## config.mk

```make
export PLATFORM = sky130hd
export DESIGN_NAME = watch_dp_gen_flat
export DESIGN_NICKNAME = d
export VERILOG_FILES = /design/src/rtl/watch_dp_gen_pkg.sv /design/src/rtl/watch_dp_gen_if.sv /design/src/rtl/watch_dp_gen_wrap_counter.sv /design/src/rtl/watch_dp_gen.sv /design/src/flat_wrapper.sv
export SDC_FILE = /design/constraint.sdc
export NUM_CORES = 1
export LEC_CHECK = 0
export CAP_MARGIN = 20
export CORE_MARGIN = 10
export CORE_UTILIZATION = 36
export CTS_BUF_LIST = sky130_fd_sc_hd__clkbuf_16
export DETAILED_ROUTE_END_ITERATION = 8
export HOLD_SLACK_MARGIN = 0.08
export PLACE_DENSITY = 0.6
export SYNTH_ARGS = -nofsm -noshare
export SYNTH_HDL_FRONTEND = slang
export SYNTH_SLANG_ARGS = --single-unit
```

## constraint.sdc

```tcl
create_clock -name clk -period 8.6 [get_ports clk]
set_clock_uncertainty 0.15 [all_clocks]
set_input_delay 1.29 -clock clk [delete_from_list [all_inputs] [get_ports clk]]
set_output_delay 1.29 -clock clk [all_outputs]
set_load 0.02 [all_outputs]
```

## src/rtl/watch_dp_gen_pkg.sv

```systemverilog
// rtl/watch_dp_gen_pkg.sv - shared field encodings, field limits and 24h->12h display helper
package watch_pkg;

    typedef enum logic [1:0] {
        FLD_SEC  = 2'd0,
        FLD_MIN  = 2'd1,
        FLD_HOUR = 2'd2,
        FLD_NONE = 2'd3
    } field_sel_e;

    localparam int SEC_MAX  = 59;
    localparam int MIN_MAX  = 59;
    localparam int HOUR_MAX = 23;

    // Internal hours 0 and 12 both show as 12; afternoon hours fold down by 12.
    function automatic logic [4:0] hour_24_to_12(input logic [4:0] hour);
        if (hour == 5'd0) begin
            return 5'd12;
        end else if (hour > 5'd12) begin
            return hour - 5'd12;
        end else begin
            return hour;
        end
    endfunction

endpackage

```

## src/rtl/watch_dp_gen_if.sv

```systemverilog
// rtl/watch_dp_gen_if.sv - control/display bundle of the watch datapath; alarm signals under ALARM_EN
interface watch_dp_gen_if #(
    parameter int SUB_W = 7
);
    logic             i_run;
    logic [1:0]       i_field_sel;
    logic             i_up;
    logic             i_down;
    logic             i_clr_sub;
    logic             i_mode_12h;
    logic [SUB_W-1:0] o_sub;
    logic [5:0]       o_sec;
    logic [5:0]       o_min;
    logic [4:0]       o_hour;
    logic             o_pm;
    logic             o_sec_pulse;
`ifdef ALARM_EN
    logic             i_alarm_set;
    logic             i_alarm_on;
    logic             o_alarm;
`endif

    modport master (
        output i_run, i_field_sel, i_up, i_down, i_clr_sub, i_mode_12h,
`ifdef ALARM_EN
        output i_alarm_set, i_alarm_on,
        input  o_alarm,
`endif
        input  o_sub, o_sec, o_min, o_hour, o_pm, o_sec_pulse
    );

    modport slave (
        input  i_run, i_field_sel, i_up, i_down, i_clr_sub, i_mode_12h,
`ifdef ALARM_EN
        input  i_alarm_set, i_alarm_on,
        output o_alarm,
`endif
        output o_sub, o_sec, o_min, o_hour, o_pm, o_sec_pulse
    );

endinterface

```

## src/rtl/watch_dp_gen_wrap_counter.sv

```systemverilog
// rtl/watch_dp_gen_wrap_counter.sv - 0..MAX up/down counter with wrap and combinational carry out
module wdp_wrap_counter #(
    parameter int unsigned MAX     = 59,
    parameter int unsigned WIDTH   = 6,
    parameter int unsigned RST_VAL = 0
) (
    input  logic             clk,
    input  logic             rst,
    input  logic             clr,
    input  logic             inc,
    input  logic             dec,
    output logic [WIDTH-1:0] value,
    output logic             wrap_next
);

    localparam logic [WIDTH-1:0] MAX_V = WIDTH'(MAX);
    localparam logic [WIDTH-1:0] RST_V = WIDTH'(RST_VAL);

    logic [WIDTH-1:0] r_value;

    always_ff @(posedge clk) begin
        if (!rst) begin
            r_value <= RST_V;
        end else if (clr) begin
            r_value <= '0;
        end else if (inc && !dec) begin
            r_value <= (r_value == MAX_V) ? '0 : r_value + WIDTH'(1);
        end else if (dec && !inc) begin
            r_value <= (r_value == '0) ? MAX_V : r_value - WIDTH'(1);
        end
    end

    // Carry must be seen by the next field in the same cycle so the whole chain lands on one edge.
    assign wrap_next = inc && !dec && (r_value == MAX_V);
    assign value     = r_value;

endmodule

```

## src/rtl/watch_dp_gen.sv

```systemverilog
// rtl/watch_dp_gen.sv - tick divider and sub/sec/min/hour time-of-day datapath; ALARM_EN adds a minute alarm
module watch_dp_gen
    import watch_pkg::*;
#(
    parameter int CLK_FREQ_HZ = 100_000_000,
    parameter int TICK_HZ     = 100,
    parameter int SUB_W       = 7,
    parameter int HOUR_RST    = 12,
    parameter int MIN_RST     = 0
) (
    input  logic           clk,
    input  logic           rst,
    watch_dp_gen_if.slave  io_wdp
);

    localparam int DIV   = CLK_FREQ_HZ / TICK_HZ;
    localparam int DIV_W = (DIV > 1) ? $clog2(DIV) : 1;
    localparam logic [DIV_W-1:0] DIV_LAST = DIV_W'(DIV - 1);

    logic [DIV_W-1:0] r_div;
    logic             r_pend;
    logic             r_sec_pulse;

    logic             w_tick;
    logic             w_adj;
    logic             w_adj_up;
    logic             w_adj_dn;
    logic             w_tick_src;
    logic             w_tick_apply;
    logic [SUB_W-1:0] w_sub;
    logic [5:0]       w_sec;
    logic [5:0]       w_min;
    logic [4:0]       w_hour;
    logic             w_sub_wrap;
    logic             w_sec_wrap;
    logic             w_min_wrap;
    logic             w_hour_wrap_unused;

    assign w_tick   = (r_div == DIV_LAST);
    assign w_adj    = (io_wdp.i_up ^ io_wdp.i_down) && (io_wdp.i_field_sel != FLD_NONE);
    assign w_adj_up = w_adj & io_wdp.i_up;
    assign w_adj_dn = w_adj & io_wdp.i_down;

    // An adjust wins the cycle; the tick it collides with is parked in r_pend for the next one.
    assign w_tick_src   = (w_tick | r_pend) & io_wdp.i_run & ~io_wdp.i_clr_sub;
    assign w_tick_apply = w_tick_src & ~w_adj;

    always_ff @(posedge clk) begin
        if (!rst) begin
            r_div       <= '0;
            r_pend      <= 1'b0;
            r_sec_pulse <= 1'b0;
        end else begin
            r_div       <= (io_wdp.i_clr_sub || w_tick) ? '0 : r_div + DIV_W'(1);
            r_pend      <= w_tick_src & w_adj;
            r_sec_pulse <= w_sub_wrap;
        end
    end

    wdp_wrap_counter #(.MAX(TICK_HZ - 1), .WIDTH(SUB_W), .RST_VAL(0)) u_sub (
        .clk(clk), .rst(rst), .clr(io_wdp.i_clr_sub),
        .inc(w_tick_apply), .dec(1'b0),
        .value(w_sub), .wrap_next(w_sub_wrap)
    );

    // w_sub_wrap implies no adjust this cycle, so gating with it keeps adjust wraps from carrying.
    wdp_wrap_counter #(.MAX(SEC_MAX), .WIDTH(6), .RST_VAL(0)) u_sec (
        .clk(clk), .rst(rst), .clr(1'b0),
        .inc(w_sub_wrap | (w_adj_up && io_wdp.i_field_sel == FLD_SEC)),
        .dec(w_adj_dn && io_wdp.i_field_sel == FLD_SEC),
        .value(w_sec), .wrap_next(w_sec_wrap)
    );

    wdp_wrap_counter #(.MAX(MIN_MAX), .WIDTH(6), .RST_VAL(MIN_RST)) u_min (
        .clk(clk), .rst(rst), .clr(1'b0),
        .inc((w_sub_wrap & w_sec_wrap) | (w_adj_up && io_wdp.i_field_sel == FLD_MIN)),
        .dec(w_adj_dn && io_wdp.i_field_sel == FLD_MIN),
        .value(w_min), .wrap_next(w_min_wrap)
    );

    wdp_wrap_counter #(.MAX(HOUR_MAX), .WIDTH(5), .RST_VAL(HOUR_RST)) u_hour (
        .clk(clk), .rst(rst), .clr(1'b0),
        .inc((w_sub_wrap & w_sec_wrap & w_min_wrap) | (w_adj_up && io_wdp.i_field_sel == FLD_HOUR)),
        .dec(w_adj_dn && io_wdp.i_field_sel == FLD_HOUR),
        .value(w_hour), .wrap_next(w_hour_wrap_unused)
    );

    assign io_wdp.o_sub       = w_sub;
    assign io_wdp.o_sec       = w_sec;
    assign io_wdp.o_min       = w_min;
    assign io_wdp.o_hour      = io_wdp.i_mode_12h ? hour_24_to_12(w_hour) : w_hour;
    assign io_wdp.o_pm        = (w_hour >= 5'd12);
    assign io_wdp.o_sec_pulse = r_sec_pulse;

`ifdef ALARM_EN
    logic [4:0] r_alarm_hour;
    logic [5:0] r_alarm_min;
    logic       r_alarm;
    logic [5:0] w_min_after;
    logic [4:0] w_hour_after;

    // Match against the hour:min that the second wrap is about to produce, so the alarm fires at hh:mm:00.
    assign w_min_after  = w_min_wrap ? 6'd0 : w_min + 6'd1;
    assign w_hour_after = !w_min_wrap ? w_hour :
                          (w_hour == 5'(HOUR_MAX)) ? 5'd0 : w_hour + 5'd1;

    always_ff @(posedge clk) begin
        if (!rst) begin
            r_alarm_hour <= '0;
            r_alarm_min  <= '0;
            r_alarm      <= 1'b0;
        end else begin
            if (io_wdp.i_alarm_set) begin
                r_alarm_hour <= w_hour;
                r_alarm_min  <= w_min;
            end
            r_alarm <= w_sub_wrap & w_sec_wrap & io_wdp.i_alarm_on &
                       (w_hour_after == r_alarm_hour) & (w_min_after == r_alarm_min);
        end
    end

    assign io_wdp.o_alarm = r_alarm;
`endif

endmodule

```

## src/flat_wrapper.sv

```systemverilog
// flat-port wrapper written by rule: the top's interface ports become plain ports
module watch_dp_gen_flat import watch_pkg::*;
#(
    parameter int CLK_FREQ_HZ = 100_000_000,
    parameter int TICK_HZ     = 100,
    parameter int SUB_W       = 7,
    parameter int HOUR_RST    = 12,
    parameter int MIN_RST     = 0
)
  (clk, rst, io_wdp_i_run, io_wdp_i_field_sel, io_wdp_i_up, io_wdp_i_down, io_wdp_i_clr_sub, io_wdp_i_mode_12h, io_wdp_o_sub, io_wdp_o_sec, io_wdp_o_min, io_wdp_o_hour, io_wdp_o_pm, io_wdp_o_sec_pulse);
  watch_dp_gen_if #(.SUB_W(SUB_W)) io_wdp_i ();
  input  logic clk;
  input  logic rst;
  input wire logic [$bits(io_wdp_i.i_run)-1:0] io_wdp_i_run;
  input wire logic [$bits(io_wdp_i.i_field_sel)-1:0] io_wdp_i_field_sel;
  input wire logic [$bits(io_wdp_i.i_up)-1:0] io_wdp_i_up;
  input wire logic [$bits(io_wdp_i.i_down)-1:0] io_wdp_i_down;
  input wire logic [$bits(io_wdp_i.i_clr_sub)-1:0] io_wdp_i_clr_sub;
  input wire logic [$bits(io_wdp_i.i_mode_12h)-1:0] io_wdp_i_mode_12h;
  output wire logic [$bits(io_wdp_i.o_sub)-1:0] io_wdp_o_sub;
  output wire logic [$bits(io_wdp_i.o_sec)-1:0] io_wdp_o_sec;
  output wire logic [$bits(io_wdp_i.o_min)-1:0] io_wdp_o_min;
  output wire logic [$bits(io_wdp_i.o_hour)-1:0] io_wdp_o_hour;
  output wire logic [$bits(io_wdp_i.o_pm)-1:0] io_wdp_o_pm;
  output wire logic [$bits(io_wdp_i.o_sec_pulse)-1:0] io_wdp_o_sec_pulse;
  assign io_wdp_i.i_run = io_wdp_i_run;
  assign io_wdp_i.i_field_sel = io_wdp_i_field_sel;
  assign io_wdp_i.i_up = io_wdp_i_up;
  assign io_wdp_i.i_down = io_wdp_i_down;
  assign io_wdp_i.i_clr_sub = io_wdp_i_clr_sub;
  assign io_wdp_i.i_mode_12h = io_wdp_i_mode_12h;
  assign io_wdp_o_sub = io_wdp_i.o_sub;
  assign io_wdp_o_sec = io_wdp_i.o_sec;
  assign io_wdp_o_min = io_wdp_i.o_min;
  assign io_wdp_o_hour = io_wdp_i.o_hour;
  assign io_wdp_o_pm = io_wdp_i.o_pm;
  assign io_wdp_o_sec_pulse = io_wdp_i.o_sec_pulse;
  watch_dp_gen #(.CLK_FREQ_HZ(CLK_FREQ_HZ), .TICK_HZ(TICK_HZ), .SUB_W(SUB_W), .HOUR_RST(HOUR_RST), .MIN_RST(MIN_RST)) u_core (.clk(clk), .rst(rst), .io_wdp(io_wdp_i));
endmodule
```

== Word-level counts from Yosys, hierarchy flattened ==
Index checks and enable logic that the tools add are counted.

* Output and inout port bits: 26
* Register bits: 46
* Word-level logic and storage cells: 90

* Mux-type cells: 16
* Reduce and logical (&&, ||, !) cells: 32
* Add/sub/neg operators: 9
* Equal/unequal tests: 8
* Bitwise operators: 16
* Magnitude comparators: 2

{| class="wikitable"
|+ Operator list
! kind !! number
|-
| 2-to-1 mux 6 bit || 8
|-
| 2-to-1 mux 5 bit || 7
|-
| adder 20 x 1 -> 20 bit (second input constant) || 1
|-
| equality test 20 bit (second input constant) || 1
|-
| logical AND 1 bit || 16
|-
| adder 6 x 1 -> 6 bit (second input constant) || 2
|-
| equality test 6 bit (second input constant) || 2
|-
| logical NOT 6 bit || 2
|-
| subtractor 6 x 1 -> 6 bit (second input constant) || 2
|-
| AND 1 bit || 8
|-
| adder 7 x 1 -> 7 bit (second input constant) || 1
|-
| equality test 7 bit (second input constant) || 1
|-
| 2-to-1 mux 7 bit || 1
|-
| logical NOT 1 bit || 6
|-
| nonzero test 2 bit || 3
|-
| adder 5 x 1 -> 5 bit (second input constant) || 1
|-
| equality test 5 bit (second input constant) || 1
|-
| greater-or-equal comparator 5 x 4 -> 1 bit (second input constant) || 1
|-
| > comparator 5 x 4 -> 1 bit (second input constant) || 1
|-
| logical NOT 5 bit || 1
|-
| subtractor 5 x 1 -> 5 bit (second input constant) || 1
|-
| subtractor 5 x 4 -> 5 bit (second input constant) || 1
|-
| bitwise OR 1 bit || 4
|-
| OR reduction 2 bit || 2
|-
| other kinds (7) || 9
|}

== Depth between registers and ports, before layout ==
* Depth in word-level cells: 19
* Depth in mapped cells: 22

== Cells and area by module ==
From an unflattened synthesis, not the netlist that was laid out.

* Cell total of the unflattened synthesis: 412
* Area total of the unflattened synthesis: 3220.6 µm²

{| class="wikitable"
|+ Modules (own cells, without submodules)
! module !! cells an instance !! sequential area each (µm²) !! instances !! area each (µm²)
|-
| watch_dp_gen || 150 || 440.4 || 1 || 1211.2
|-
| wdp_wrap_counter (u_core.u_min ...) || 68 || 120.1 || 2 || 519.2
|-
| wdp_wrap_counter (u_core.u_sub) || 83 || 140.1 || 1 || 619.3
|-
| wdp_wrap_counter (u_core.u_hour) || 43 || 100.1 || 1 || 351.6
|}

== Least setup slack after synthesis ==
OpenSTA, ideal clock, no wires.

* Kind: input to register
* Start: input port io_wdp_i_down
* End: register u_core.u_hour.r_value[4], in the netlist u_core.u_hour.value[4]
* Cell stages on the path: 20
* Data arrival time: 4.452 ns
* Setup slack: 3.865 ns
* Path buffers: 1
* Cell sequence: xor2_1 -> a21oi_1 -> nand2_1 -> o32ai_1 -> ha_1 -> nand2_1 -> nor2_1 -> nand3_1 -> o21ai_0 -> ha_1 -> inv_1 -> nor4_1 -> nand4_1 -> o21ai_0 -> ha_1 -> clkbuf_1 -> a21oi_1 -> a311o_1 -> nand2_1 -> a21oi_1

* Cells in the longest elaborated chain, start to end: 17

{| class="wikitable"
|+ RTL lines
! item !! line !! text
|-
| start: declaration || flat_wrapper.sv:17 || <nowiki>input wire logic [$bits(io_wdp_i.i_down)-1:0] io_wdp_i_down;</nowiki>
|-
| bitwise XOR 1 bit || watch_dp_gen.sv:40 || <nowiki>assign w_adj = (io_wdp.i_up ^ io_wdp.i_down) && (io_wdp.i_field_sel != FLD_NONE);</nowiki>
|-
| logical AND 1 bit || watch_dp_gen.sv:40 ||
|-
| NOT 1 bit || watch_dp_gen.sv:46 || <nowiki>assign w_tick_apply = w_tick_src & ~w_adj;</nowiki>
|-
| AND 1 bit || watch_dp_gen.sv:46 ||
|-
| logical AND 1 bit || watch_dp_gen_wrap_counter.sv:34 || <nowiki>assign wrap_next = inc && !dec && (r_value == MAX_V);</nowiki>
|-
| bitwise OR 1 bit || watch_dp_gen.sv:69 || <nowiki>.inc(w_sub_wrap | (w_adj_up && io_wdp.i_field_sel == FLD_SEC)),</nowiki>
|-
| logical AND 1 bit (2 in series) || watch_dp_gen_wrap_counter.sv:34 ||
|-
| AND 1 bit || watch_dp_gen.sv:76, watch_dp_gen.sv:83 ||
|-
| bitwise OR 1 bit || watch_dp_gen.sv:76 || <nowiki>.inc((w_sub_wrap & w_sec_wrap) | (w_adj_up && io_wdp.i_field_sel == FLD_MIN)),</nowiki>
|-
| logical AND 1 bit (2 in series) || watch_dp_gen_wrap_counter.sv:34 ||
|-
| AND 1 bit || watch_dp_gen.sv:83 || <nowiki>.inc((w_sub_wrap & w_sec_wrap & w_min_wrap) | (w_adj_up && io_wdp.i_field_sel == FLD_HOUR)),</nowiki>
|-
| bitwise OR 1 bit || watch_dp_gen.sv:83 ||
|-
| logical NOT 1 bit || watch_dp_gen_wrap_counter.sv:28 || <nowiki>end else if (dec && !inc) begin</nowiki>
|-
| logical AND 1 bit || watch_dp_gen_wrap_counter.sv:28 ||
|-
| nonzero test 2 bit (no line) || - ||
|-
| end signal: assignment || watch_dp_gen_wrap_counter.sv:27 || <nowiki>r_value <= (r_value == MAX_V) ? '0 : r_value + WIDTH'(1);</nowiki>
|-
| end signal: assignment || watch_dp_gen_wrap_counter.sv:29 || <nowiki>r_value <= (r_value == '0) ? MAX_V : r_value - WIDTH'(1);</nowiki>
|-
| end: declaration || watch_dp_gen_wrap_counter.sv:19 || <nowiki>logic [WIDTH-1:0] r_value;</nowiki>
|}

Several ways; a longest one is shown, not always the timed one.
A chain may end at the register's enable or synchronous reset.

== Worst setup path in the final report ==
* Start: input port io_wdp_i_field_sel[1]
* End: register u_core.u_hour.r_value[3], in the netlist u_core.u_hour.value[3]

* Cells in the longest elaborated chain, start to end: 17

{| class="wikitable"
|+ RTL lines
! item !! line !! text
|-
| start: declaration || flat_wrapper.sv:15 || <nowiki>input wire logic [$bits(io_wdp_i.i_field_sel)-1:0] io_wdp_i_field_sel;</nowiki>
|-
| inequality test 2 bit || watch_dp_gen.sv:40 ||
|-
| logical AND 1 bit || watch_dp_gen.sv:40 ||
|-
| NOT 1 bit || watch_dp_gen.sv:46 ||
|-
| AND 1 bit || watch_dp_gen.sv:46 ||
|-
| logical AND 1 bit || watch_dp_gen_wrap_counter.sv:34 ||
|-
| bitwise OR 1 bit || watch_dp_gen.sv:69 ||
|-
| logical AND 1 bit (2 in series) || watch_dp_gen_wrap_counter.sv:34 ||
|-
| AND 1 bit || watch_dp_gen.sv:76, watch_dp_gen.sv:83 ||
|-
| bitwise OR 1 bit || watch_dp_gen.sv:76 ||
|-
| logical AND 1 bit (2 in series) || watch_dp_gen_wrap_counter.sv:34 ||
|-
| AND 1 bit || watch_dp_gen.sv:83 ||
|-
| bitwise OR 1 bit || watch_dp_gen.sv:83 ||
|-
| logical NOT 1 bit || watch_dp_gen_wrap_counter.sv:28 ||
|-
| logical AND 1 bit || watch_dp_gen_wrap_counter.sv:28 ||
|-
| nonzero test 2 bit (no line) || - ||
|}

Several ways; a longest one is shown, not always the timed one.

==> impl_results.md <==
- Path type of the worst min-delay path: flip-flop to flip-flop
- Largest cells by area after synthesis: dfxtp_1 31%, ha_1 7.1%, nor2_1 6.7%
- Max Root-Sink Buffers: 2
- Chip width: 112 um
- Synth Register Bits: 46
- Share of layout cells above drive strength 1: 5.67%
- DR vias/cell: 5.41
- Status: completed
- Layout Utilization: between 40% and 50%
- CTS tree: done
- # resized after CTS: 0
- Mean area per synthesized cell: 7.91 um2
- Post-synthesis net count: between 400 and 500
- IO Pins: 35
- Via count: 2,766
- Gpl congestion: 0.879
- Final setup viols: 0
- DRT Wirelength: 7030 um
- First-pass GRT wire length: 12,100 um
- Antenna violations before repair: 0
- Period utilization: between 70% and 80%
- Post-route cell area: ~3600 um2
- Initial DRC count: 126
- Clk_lat worst skew: between 200 and 300 ps
- Post-synthesis sequential area ratio: 30.6%
- Area growth from synthesis to final layout: 17.8%
- Port bufs: 34
- Num CTS Buffers: 5
- Unrepaired setup endpoints after global routing: false
- Post-synth top area share: between 30% and 40%
- Slew headroom: 48.8%
- Core Rows: 33
- Root Buffer: clkbuf_16
- Pre-CTS WS: between 2000 and 2500 ps
- # Max-Cap Violations: 0
- Worst IR Drop VDD: 0.0652 mV
- WL per Instance: approximately 14 um
- EDFF count, synth: 0
- Final min period: 6160 ps
- Fraction of registers with async set/reset: 0%
- CP Max Fanout: 16
- Starting Density: between 30% and 40%
- Final Hold Viols: 0
- Global Route Usage Sum: 11.1%
- Post-route ant nets: 0
- Setup CP Type: primary input to flip-flop
- YS warnings: 0
- WP data required: ~8700 ps
- Clock Sink Count: 46
- Mapped Cells: 381
- Die area: about 12,000 um2
- Number of global-route vias before repair: between 2,000 and 3,000
- Setup Buffers After CTS: 0
- Core ar.: about 8200 um2
- Largest net degree at the start of global routing: 20
- R2R setup slack: roughly 3200 ps
- Ys flop type: dfxtp_1
- Peak Freq: 162 MHz
- Nets@finish: about 430
- Mapped Area: about 3000 um2
- Residual DRC: 0
- Critical path endpoint category: flip-flop
- # diodes: 0
- Die height: ~110 um
- First drt pass iteration count: 4
- Fin. max-slew vios: 0
- Post-Place Cell Area: 3410 um2
- Worst setup SP type: primary input
- Worst-path clk slew: roughly 60 ps
- H-Tree Depth: 2
- Netlist cell types: 65
- Crit path DAT: 6230 ps
- Post-synth top area cell: dfxtp_1
- Pwr Density: 140 nW/um2
- Static Leak: 1.26 nW
- Setup_tns: 0 ps
- Hold buffers post-CTS: 0
- Final HPWL DP: between 5000 and 6000 um
- Total grt overflow: 0
- Worst-Margin Slew: 768 ps
- Setup WS post-layout: between 2000 and 2500 ps
per-stage QoR:
| step | hold WS (ps) | total power (W) | cells |
|---|---|---|---|
| after global placement | 308 | 0.000314 | 503 |
| after floorplan | 288 | 0.000286 | 381 |
| after global routing | 376 | 0.000526 | 511 |
| after detailed placement | 315 | 0.000314 | 503 |
| after CTS | 335 | 0.000506 | 511 |
| final | 330 | 0.000499 | 511 |
layout make-up:
cell class / count / area, um2
fill: 815 / 4620
multi-input combinational: 300 / 1950
sequential: 46 / 921
timing repair buffer: 34 / 340
tap: 105 / 131
clock buffer: 5 / 125
inverter: 18 / 67.6
clock inverter: 3 / 17.5
cell usage in the layout, fill, tap and decap left out, types with 2 or more instances in the layout:
cell,instances
a211oi_2,2
o32ai_1,3
a31oi_1,4
inv_1,19
xnor2_1,10
o21ai_0,18
nand2_1,36
nor3_1,7
a311oi_1,2
a21o_1,3
and2_1,3
a211o_1,2
nor4_1,4
clkdlybuf4s50_1,34
nand2b_1,6
nand3b_1,6
and4_1,2
a21oi_1,25
nand4b_1,2
a211oi_1,5
nor2b_1,2
o211ai_1,3
nand3_1,14
o221ai_1,2
ha_1,17
nor2_1,54
and4_2,2
and3_1,3
nor4_4,2
clkbuf_16,5
or3_1,4
dfxtp_1,46
o31ai_1,4
o22ai_1,2
xor2_1,13
nand4_1,10
o311a_1,2
synth_stat cells (all sizes together), types with 3 or more instances:
cell type,n
and3,4
a21oi,26
o211ai,3
nand2,36
nand3,15
o32ai,3
and4,4
xnor2,10
dfxtp,46
o21ai,19
nor3,7
or3,4
and2,3
a21o,3
xor2,13
nor4,6
a211oi,7
nand2b,6
buf,5
nand3b,6
o31ai,4
inv,18
nand4,10
ha,17
a31oi,4
clkbuf,12
nor2,54
worst max-delay path, stage by stage:
cell	delay [ps]
clkdlybuf4s50_1	590
nand2_1	160
a21oi_1	260
nand2_1	100
o32ai_1	150
ha_1	510
nand2_1	90
nor2_1	240
nand3_1	110
o21ai_0	190
ha_1	450
inv_1	150
nor4_1	430
nand4_1	140
o21ai_0	210
ha_1	420
and2_1	260
a22oi_1	90
a211o_1	300
o211ai_1	90
worst paths after layout:
check | cells past startpoint | start | endpoint
worst max-delay path | 20 | io_wdp_i_field_sel[1] | u_core.u_hour.value[3]
worst min-delay path | 1 | u_core.r_div[0] | u_core.r_div[0]
worst max register to register | 20 | u_core.u_sub.value[0] | u_core.u_hour.value[3]
worst min register to register | 1 | u_core.r_div[0] | u_core.r_div[0]
where the power goes:
| group | switching (W) | internal, W |
|---|---|---|
| clock network | 0.0000820 | 0.000107 |
| logic | 0.0000463 | 0.0000355 |
| registers | 0.0000101 | 0.000218 |
flip-flops by register name, indices dropped and copies added, names as in the netlist:
name,count
u_core.io_wdp.o_sec_pulse,1
u_core.r_pend,1
u_core.u_hour.value,5
u_core.r_div,20
u_core.u_sub.value,7
u_core.u_min.value,6
u_core.u_sec.value,6
logic make-up after synthesis:
group | synth area share, %
buffers and inverters | 4.81
AO/OA/AOI/OAI | 20.7
XOR/XNOR | 6.68
adder cells (fa/ha/maj) | 7.06
AND/OR/NAND/NOR | 29.5
flip-flops | 30.6
multiplexers | 0.706
metal layers:
layer	up-vias	wire (um)	global-route usage [%]
met3	7	325	2.90
met1	1287	3270	13.5
met2	46	3350	18.6
li1	1426	-	-
met4	0	81	3.94
met5	-	0	0
Note: power is estimated with default switching activity, not from simulation.
